### config.mk
export PLATFORM = sky130hd
export DESIGN_NAME = narnet_driver_flat
export DESIGN_NICKNAME = d
export VERILOG_FILES = /design/src/rtl/narnet_pkg.sv /design/src/rtl/narnet_driver_if.sv /design/src/rtl/narnet_drv_watchdog.sv /design/src/rtl/narnet_driver.sv /design/src/flat_wrapper.sv
export SDC_FILE = /design/constraint.sdc
export NUM_CORES = 1
export LEC_CHECK = 0
export CAP_MARGIN = 10
export CORE_MARGIN = 2
export CORE_UTILIZATION = 30
export CTS_BUF_LIST = sky130_fd_sc_hd__clkbuf_16
export DETAILED_ROUTE_END_ITERATION = 6
export PLACE_DENSITY = 0.6
export RECOVER_POWER = 25
export SLEW_MARGIN = 20
export SYNTH_ARGS = -nofsm -noshare
export SYNTH_HDL_FRONTEND = slang
export SYNTH_SLANG_ARGS = --single-unit
### constraint.sdc
create_clock -name clk -period 1.9 [get_ports clk]
set_input_delay 0.19 -clock clk [delete_from_list [all_inputs] [get_ports clk]]
set_output_delay 0.19 -clock clk [all_outputs]
set_load 0.1 [all_outputs]
### src/rtl/narnet_pkg.sv
// Shared types and defaults for the NAR-Net driver.
// State encoding, default word widths and step counter width.
package narnet_pkg;

    localparam int NARNET_N = 8;
    localparam int NARNET_Q = 7;
    localparam int STEP_W   = 8;

    typedef enum logic [1:0] {
        IDLE  = 2'd0,
        ISSUE = 2'd1,
        WAIT  = 2'd2,
        EMIT  = 2'd3
    } drv_state_t;

endpackage

### src/rtl/narnet_driver_if.sv
// Bundle of upstream, network and downstream signals of the driver.
// master = driver side, slave = environment side.
interface narnet_driver_if
    import narnet_pkg::*;
#(
    parameter int N = NARNET_N
);

    logic [N-1:0]      s_data;
    logic              s_valid;
    logic              s_ready;
    logic              closed_loop;
    logic [STEP_W-1:0] horizon;

    logic [N-1:0]      net_x;
    logic              net_x_ready;
    logic              net_enable;
    logic              net_rst;
    logic [N-1:0]      net_y;
    logic              net_out_ready;

    logic [N-1:0]      m_data;
    logic [STEP_W-1:0] m_step;
    logic              m_last;
    logic              m_valid;
    logic              m_ready;

    logic              busy;
    logic              timeout_err;

    modport master (
        input  s_data, s_valid, closed_loop, horizon,
        input  net_y, net_out_ready, m_ready,
        output s_ready, net_x, net_x_ready, net_enable, net_rst,
        output m_data, m_step, m_last, m_valid, busy, timeout_err
    );

    modport slave (
        output s_data, s_valid, closed_loop, horizon,
        output net_y, net_out_ready, m_ready,
        input  s_ready, net_x, net_x_ready, net_enable, net_rst,
        input  m_data, m_step, m_last, m_valid, busy, timeout_err
    );

endinterface

### src/rtl/narnet_drv_watchdog.sv
// Result watchdog: counts cycles spent waiting for the network
// and raises a one-cycle expire plus a sticky error flag.
module narnet_drv_watchdog #(
    parameter int TIMEOUT_CYC = 1023
) (
    input  logic clk,
    input  logic rst,
    input  logic i_wait,
    input  logic i_done,
    output logic o_expire,
    output logic o_err
);

    localparam int CW = $clog2(TIMEOUT_CYC + 1);

    logic [CW-1:0] r_cnt;
    logic          r_err;
    logic          w_hit;

    assign w_hit    = i_wait && !i_done &&
                      (r_cnt == CW'(TIMEOUT_CYC - 1));
    assign o_expire = w_hit;
    assign o_err    = r_err;

    // Wait-cycle counter, cleared whenever the wait ends.
    always_ff @(posedge clk) begin
        if (rst) begin
            r_cnt <= '0;
        end else if (!i_wait || i_done || w_hit) begin
            r_cnt <= '0;
        end else begin
            r_cnt <= r_cnt + 1'b1;
        end
    end

    // Sticky error, only reset clears it.
    always_ff @(posedge clk) begin
        if (rst) begin
            r_err <= 1'b0;
        end else if (w_hit) begin
            r_err <= 1'b1;
        end
    end

endmodule

### src/rtl/narnet_driver.sv
// NAR-Net initiator sequencer: issue sample, wait result, emit,
// optionally feed back. Watchdog under NARNET_DRV_WATCHDOG_EN.
module narnet_driver
    import narnet_pkg::*;
#(
    parameter int N           = NARNET_N,
    parameter int Q           = NARNET_Q,
    parameter int TIMEOUT_CYC = 1023
) (
    input  logic            clk,
    input  logic            rst,
    narnet_driver_if.master bus
);

    if (Q >= N) begin : g_bad_q
        $error("Q must be smaller than N");
    end

    if (TIMEOUT_CYC < 1) begin : g_bad_to
        $error("TIMEOUT_CYC must be at least 1");
    end

    drv_state_t        r_state;
    drv_state_t        w_next;

    logic [N-1:0]      r_x;
    logic [N-1:0]      r_y;
    logic [STEP_W-1:0] r_step;
    logic [STEP_W-1:0] r_hz;
    logic              r_cl;
    logic              r_net_rst;
    logic              r_net_en;

    logic              w_idle;
    logic              w_accept;
    logic              w_result;
    logic              w_emit_hs;
    logic              w_last;
    logic              w_expire;
    logic              w_err;

`ifdef NARNET_DRV_WATCHDOG_EN
    narnet_drv_watchdog #(
        .TIMEOUT_CYC (TIMEOUT_CYC)
    ) u_wdog (
        .clk      (clk),
        .rst      (rst),
        .i_wait   (r_state == WAIT),
        .i_done   (bus.net_out_ready),
        .o_expire (w_expire),
        .o_err    (w_err)
    );
`else
    assign w_expire = 1'b0;
    assign w_err    = 1'b0;
`endif

    assign w_idle    = (r_state == IDLE);
    assign w_accept  = w_idle && !rst && bus.s_valid;
    assign w_result  = (r_state == WAIT) && bus.net_out_ready;
    assign w_emit_hs = (r_state == EMIT) && bus.m_ready;
    assign w_last    = !(r_cl && (r_step < r_hz));

    assign bus.s_ready     = w_idle && !rst;
    assign bus.net_x       = r_x;
    assign bus.net_x_ready = (r_state == ISSUE);
    assign bus.net_enable  = r_net_en;
    assign bus.net_rst     = r_net_rst;
    assign bus.m_valid     = (r_state == EMIT);
    assign bus.m_data      = r_y;
    assign bus.m_step      = r_step;
    assign bus.m_last      = (r_state == EMIT) && w_last;
    assign bus.busy        = !w_idle;
    assign bus.timeout_err = w_err;

    // State register.
    always_ff @(posedge clk) begin
        if (rst) begin
            r_state <= IDLE;
        end else begin
            r_state <= w_next;
        end
    end

    // Next-state decode.
    always_comb begin
        w_next = r_state;
        unique case (r_state)
            IDLE: begin
                if (bus.s_valid) begin
                    w_next = ISSUE;
                end
            end
            ISSUE: begin
                w_next = WAIT;
            end
            WAIT: begin
                if (w_expire) begin
                    w_next = IDLE;
                end else if (bus.net_out_ready) begin
                    w_next = EMIT;
                end
            end
            EMIT: begin
                if (bus.m_ready) begin
                    w_next = w_last ? IDLE : ISSUE;
                end
            end
            default: begin
                w_next = IDLE;
            end
        endcase
    end

    // Sample, result and step registers; x also drives net_x.
    always_ff @(posedge clk) begin
        if (rst) begin
            r_x    <= '0;
            r_y    <= '0;
            r_step <= '0;
            r_hz   <= '0;
            r_cl   <= 1'b0;
        end else begin
            if (w_accept) begin
                r_x    <= bus.s_data;
                r_cl   <= bus.closed_loop;
                r_hz   <= bus.horizon;
                r_step <= '0;
            end
            if (w_result) begin
                r_y <= bus.net_y;
            end
            if (w_emit_hs && !w_last) begin
                r_x    <= r_y;
                r_step <= r_step + 1'b1;
            end
        end
    end

    // Network reset follows rst by one cycle, plus watchdog pulse.
    always_ff @(posedge clk) begin
        if (rst) begin
            r_net_rst <= 1'b1;
        end else begin
            r_net_rst <= w_expire;
        end
    end

    // Network enable: low in reset, high forever after.
    always_ff @(posedge clk) begin
        if (rst) begin
            r_net_en <= 1'b0;
        end else begin
            r_net_en <= 1'b1;
        end
    end

endmodule

### src/flat_wrapper.sv
// flat-port wrapper written by rule: the top's interface ports become plain ports
module narnet_driver_flat import narnet_pkg::*;
#(
    parameter int N           = NARNET_N,
    parameter int Q           = NARNET_Q,
    parameter int TIMEOUT_CYC = 1023
)
  (clk, rst, bus_s_data, bus_s_valid, bus_closed_loop, bus_horizon, bus_net_y, bus_net_out_ready, bus_m_ready, bus_s_ready, bus_net_x, bus_net_x_ready, bus_net_enable, bus_net_rst, bus_m_data, bus_m_step, bus_m_last, bus_m_valid, bus_busy, bus_timeout_err);
  narnet_driver_if #(.N(N)) bus_i ();
  input  logic clk;
  input  logic rst;
  input wire logic [$bits(bus_i.s_data)-1:0] bus_s_data;
  input wire logic [$bits(bus_i.s_valid)-1:0] bus_s_valid;
  input wire logic [$bits(bus_i.closed_loop)-1:0] bus_closed_loop;
  input wire logic [$bits(bus_i.horizon)-1:0] bus_horizon;
  input wire logic [$bits(bus_i.net_y)-1:0] bus_net_y;
  input wire logic [$bits(bus_i.net_out_ready)-1:0] bus_net_out_ready;
  input wire logic [$bits(bus_i.m_ready)-1:0] bus_m_ready;
  output wire logic [$bits(bus_i.s_ready)-1:0] bus_s_ready;
  output wire logic [$bits(bus_i.net_x)-1:0] bus_net_x;
  output wire logic [$bits(bus_i.net_x_ready)-1:0] bus_net_x_ready;
  output wire logic [$bits(bus_i.net_enable)-1:0] bus_net_enable;
  output wire logic [$bits(bus_i.net_rst)-1:0] bus_net_rst;
  output wire logic [$bits(bus_i.m_data)-1:0] bus_m_data;
  output wire logic [$bits(bus_i.m_step)-1:0] bus_m_step;
  output wire logic [$bits(bus_i.m_last)-1:0] bus_m_last;
  output wire logic [$bits(bus_i.m_valid)-1:0] bus_m_valid;
  output wire logic [$bits(bus_i.busy)-1:0] bus_busy;
  output wire logic [$bits(bus_i.timeout_err)-1:0] bus_timeout_err;
  assign bus_i.s_data = bus_s_data;
  assign bus_i.s_valid = bus_s_valid;
  assign bus_i.closed_loop = bus_closed_loop;
  assign bus_i.horizon = bus_horizon;
  assign bus_i.net_y = bus_net_y;
  assign bus_i.net_out_ready = bus_net_out_ready;
  assign bus_i.m_ready = bus_m_ready;
  assign bus_s_ready = bus_i.s_ready;
  assign bus_net_x = bus_i.net_x;
  assign bus_net_x_ready = bus_i.net_x_ready;
  assign bus_net_enable = bus_i.net_enable;
  assign bus_net_rst = bus_i.net_rst;
  assign bus_m_data = bus_i.m_data;
  assign bus_m_step = bus_i.m_step;
  assign bus_m_last = bus_i.m_last;
  assign bus_m_valid = bus_i.m_valid;
  assign bus_busy = bus_i.busy;
  assign bus_timeout_err = bus_i.timeout_err;
  narnet_driver #(.N(N), .Q(Q), .TIMEOUT_CYC(TIMEOUT_CYC)) u_core (.clk(clk), .rst(rst), .bus(bus_i));
endmodule
==> summary.md <==
| Metric | Value |
|---|---|
| Run status | `complete, no violations` |
| P_leak | `1.16 nW` |
| Avg Vias per Cell | `around 4.8` |
| Hold endpoint | `u_core.r_hz[1]` |
| Final Setup Violations | `0` |
| Initial Util | `30.6%` |
| # hold bufs at CTS | `0` |
| Hold path depth | `3` |
| Buffers on Ports | `60` |
| Final hold violation count | `0` |
| Final Power | `between 0.003 and 0.004 W` |
| Worst-margin pin slew | `0.562 ns` |
| Reg-to-reg slack, setup | `roughly 0.07 ns` |
| Syn Std Cell Area | `between 1500 and 2000 um^2` |
| First-pass GRT wire length | `roughly 8000 um` |
| Clock Path Buffers | `2` |
| Post-DP HPWL | `approximately 3600 um` |
| Yosys warning count | `0` |
| Residual DRC count | `0` |
| Die H | `81.3 um` |
| WP data arrival | `about 1.7 ns` |
| Gpl congestion | `roughly 0.75` |
| Final Cell Area | `2840 um^2` |
| Gr usage total | `15.7%` |
| Reg2Reg Depth | `7` |
| Top cells by area, synth | `dfxtp_1 (41%), nand2_1 (9.4%), ha_1 (9.1%)` |
| DRT Pass-1 Iters | `4` |
| HP Class | `in -> reg` |
| Most instantiated cells after synthesis | `nand2_1 (45), dfxtp_1 (37), nand3_1 (17)` |
| Aggregate routed wire length | `~5000 um` |
| Clock Root Buffer | `clkbuf_16` |
| Vias in the first global route | `1708` |
| Placed cell area | `around 2600 um^2` |
| Most common flop cell mapped by yosys | `dfxtp_1` |
| Crit. End Element | `output pin` |
| Worst hold start | `bus_horizon[1]` |
| Max_cap viols | `0` |
| Drt wl/cell | `roughly 14 um` |
| Total gr overflow | `0` |
| Reg clk slew, reported paths | `0.06 ns` |
| Async set-or-reset flop fraction in the synthesized netlist | `0%` |
| Fin crit share | `a little over nine tenths` |
| Worst vdd ir | `around 1.5 mV` |
| Number of flops mapped to enable cells by yosys | `0` |
| Area delta synth->final | `58.7%` |
| # rows | `28` |
| Slowest CP cell | `dfxtp_2` |
| Initial antenna violation count | `0` |
| Netlist cell types | `34` |
| Mean area per synthesized cell | `about 8.1 um^2` |
| Initial DRC Count | `76` |
| Num CTS Buffers | `5` |
| Count leader, synth | `nand2_1` |
| Final Slew Violations | `0` |
| Startpoint Class | `register` |
| Share of the synthesized area in the top cell type | `between 40% and 50%` |
| Via count | `about 1800` |
| Layout cells sized above 1 | `around 34%` |
| Layout Nets | `337` |
| Crit path kind | `reg -> out` |
| Rel. slew slack | `roughly 63%` |
| Crit path time final | `1.86 ns` |
| Skew final | `between 0.003 and 0.004 ns` |
| H-tree Lvls | `2` |
| Top Ports | `slightly above 60` |
| Reg-to-reg startpoint | `u_core.bus.m_step[2]` |
| Antenna-violating nets left | `0` |
| Worst path max stage delay | `0.32 ns` |
| Syn Nets | `about 270` |
| Required time of the critical path | `about 1.7 ns` |
| Die Span X | `81.3 um` |
| #FFs+latches synth | `37` |
| CTS tree | `built` |
| ANT cells | `0` |
| Fmax | `about 540 MHz` |
| CP cell instances | `inv_2 > ha_4 > nand2_2 > o211ai_1 > a21oi_4 > nor2b_4 > buf_12` |
| Die area | `~6600 um^2` |
| Post-Syn Instances | `~220` |
| RSZ-0062 raised after global routing | `true` |
| Yosys top cell by area | `dfxtp_1` |
| CTS sink count | `37` |
| Reg2reg end | `u_core.bus.m_step[7]` |
| Power Density | `1190 nW/um^2` |
| # fillers | `approximately 550` |
| Clk Latency, worst-skew pair | `0.28 ns` |
| Crit path max fanout | `3` |
| Core Area | `around 5900 um^2` |
| Largest net degree at the start of global routing | `30` |
| Post-synthesis sequential area ratio | `approximately two fifths` |
==> power breakdown <==
group / leakage, nW / internal (W) / switching [W]
Clock: 0.0748 / 0.000476 / 0.000314
Combinational: 0.775 / 0.000541 / 0.00110
Sequential: 0.311 / 0.000880 / 0.0000730
==> metrics by stage <==
stage / TNS, ns / util (%) / hold slack [ns] / cells / worst slack (ns)
2_1_floorplan: -7.23 / - / 0.218 / 222 / -0.449
3_3_place_gp: 0 / 44.4 / 0.451 / 359 / 0.0339
3_5_place_dp: 0 / 44.4 / 0.462 / 359 / 0.0220
4_1_cts: 0 / 47.8 / 0.464 / 368 / 0.00385
5_1_grt: -0.0183 / 48.6 / 0.476 / 370 / -0.0159
6_report: 0 / 48.6 / 0.459 / 370 / 0.0389
==> cell type report <==
type                            count  area, um^2  share of cell area, %
Inverter                           14        56.3                   1.98
Multi-Input combinational cell    158        1070                   37.5
Tap cell                           75        93.8                   3.30
Clock inverter                      3        13.8                  0.484
Timing Repair Buffer               78         711                   25.0
Sequential cell                    37         778                   27.4
Clock buffer                        5         125                   4.40
==> worst max-delay path, delay by kind of cell (launching register included) <==
kind	cells	cell delay [ns]
adders and majority gates	1	0.26
AOI/OAI and AO/OA	2	0.38
and+or+nand+nor	2	0.21
buffers and inverters	2	0.23
DFF	1	0.32
==> how the worst max path moves through the flow <==
stage / cells after the start / endpoint / slack, ns / startpoint
floorplan: 8 / u_core.bus.m_step[0] / -0.45 / u_core.r_state[0]
global placement: 6 / u_core.bus.m_step[6] / 0.03 / bus_m_ready
detailed placement: 8 / u_core.bus.net_x[2] / 0.02 / u_core.r_hz[5]
CTS: 7 / u_core.bus.m_step[6] / 0.004 / u_core.bus.m_step[2]
global route: 7 / bus_m_last / -0.02 / u_core.r_hz[7]
finish: 7 / bus_m_last / 0.04 / u_core.r_hz[7]
==> flip-flops by register name, indices dropped and copies added, names as in the netlist <==
signal                 cells
u_core.bus.m_data          8
u_core.r_state             2
u_core.r_hz                8
u_core.r_cl                1
u_core.bus.m_step          8
u_core.bus.net_rst         1
u_core.bus.net_enable      1
u_core.bus.net_x           8
==> layout by cell type, fill, tap and decap left out, drive strengths merged, types with 2 or more instances in the layout <==
cell type / netlist / routed
a31oi: 3 / 3
a21oi: 14 / 14
clkdlybuf4s50: 0 / 28
nor3: 2 / 2
ha: 13 / 13
inv: 14 / 14
o211ai: 2 / 2
a311oi: 8 / 8
buf: 6 / 35
and3: 3 / 3
or3: 2 / 2
nand2: 45 / 45
mux2i: 2 / 2
nand3: 17 / 17
clkbuf: 7 / 19
nor2: 13 / 13
o21ai: 9 / 9
nor2b: 7 / 7
o31ai: 8 / 8
clkinv: 0 / 2
dfxtp: 37 / 37
==> what timing repair did <==
action / in CTS / in global routing
buffers inserted: 2 / 2
endpoints found under the setup margin: 1 / 15
pin swaps: 3 / 10
gates resized for setup: 8 / 20
==> kinds of logic after synthesis <==
family | synth area share (%)
AOI/OAI and AO/OA | 18.2
adders and majority gates | 9.08
buffers and inverters | 6.56
DFF | 41.3
muxes | 1.12
other | 0.209
and+or+nand+nor | 23.5
==> routing by layer <==
metal  track usage (%)  share of wire [%]  routed length, um  vias to the layer above
li1                  -                  -                  -                      908
met1              19.9                 45               2320                      819
met2              26.4                 50               2550                       35
met3              3.78                3.7                189                        6
met4              4.75                1.3                 66                        0
met5                 0                  0                  0                        -
No activity file was read; power rests on OpenSTA's default activity.
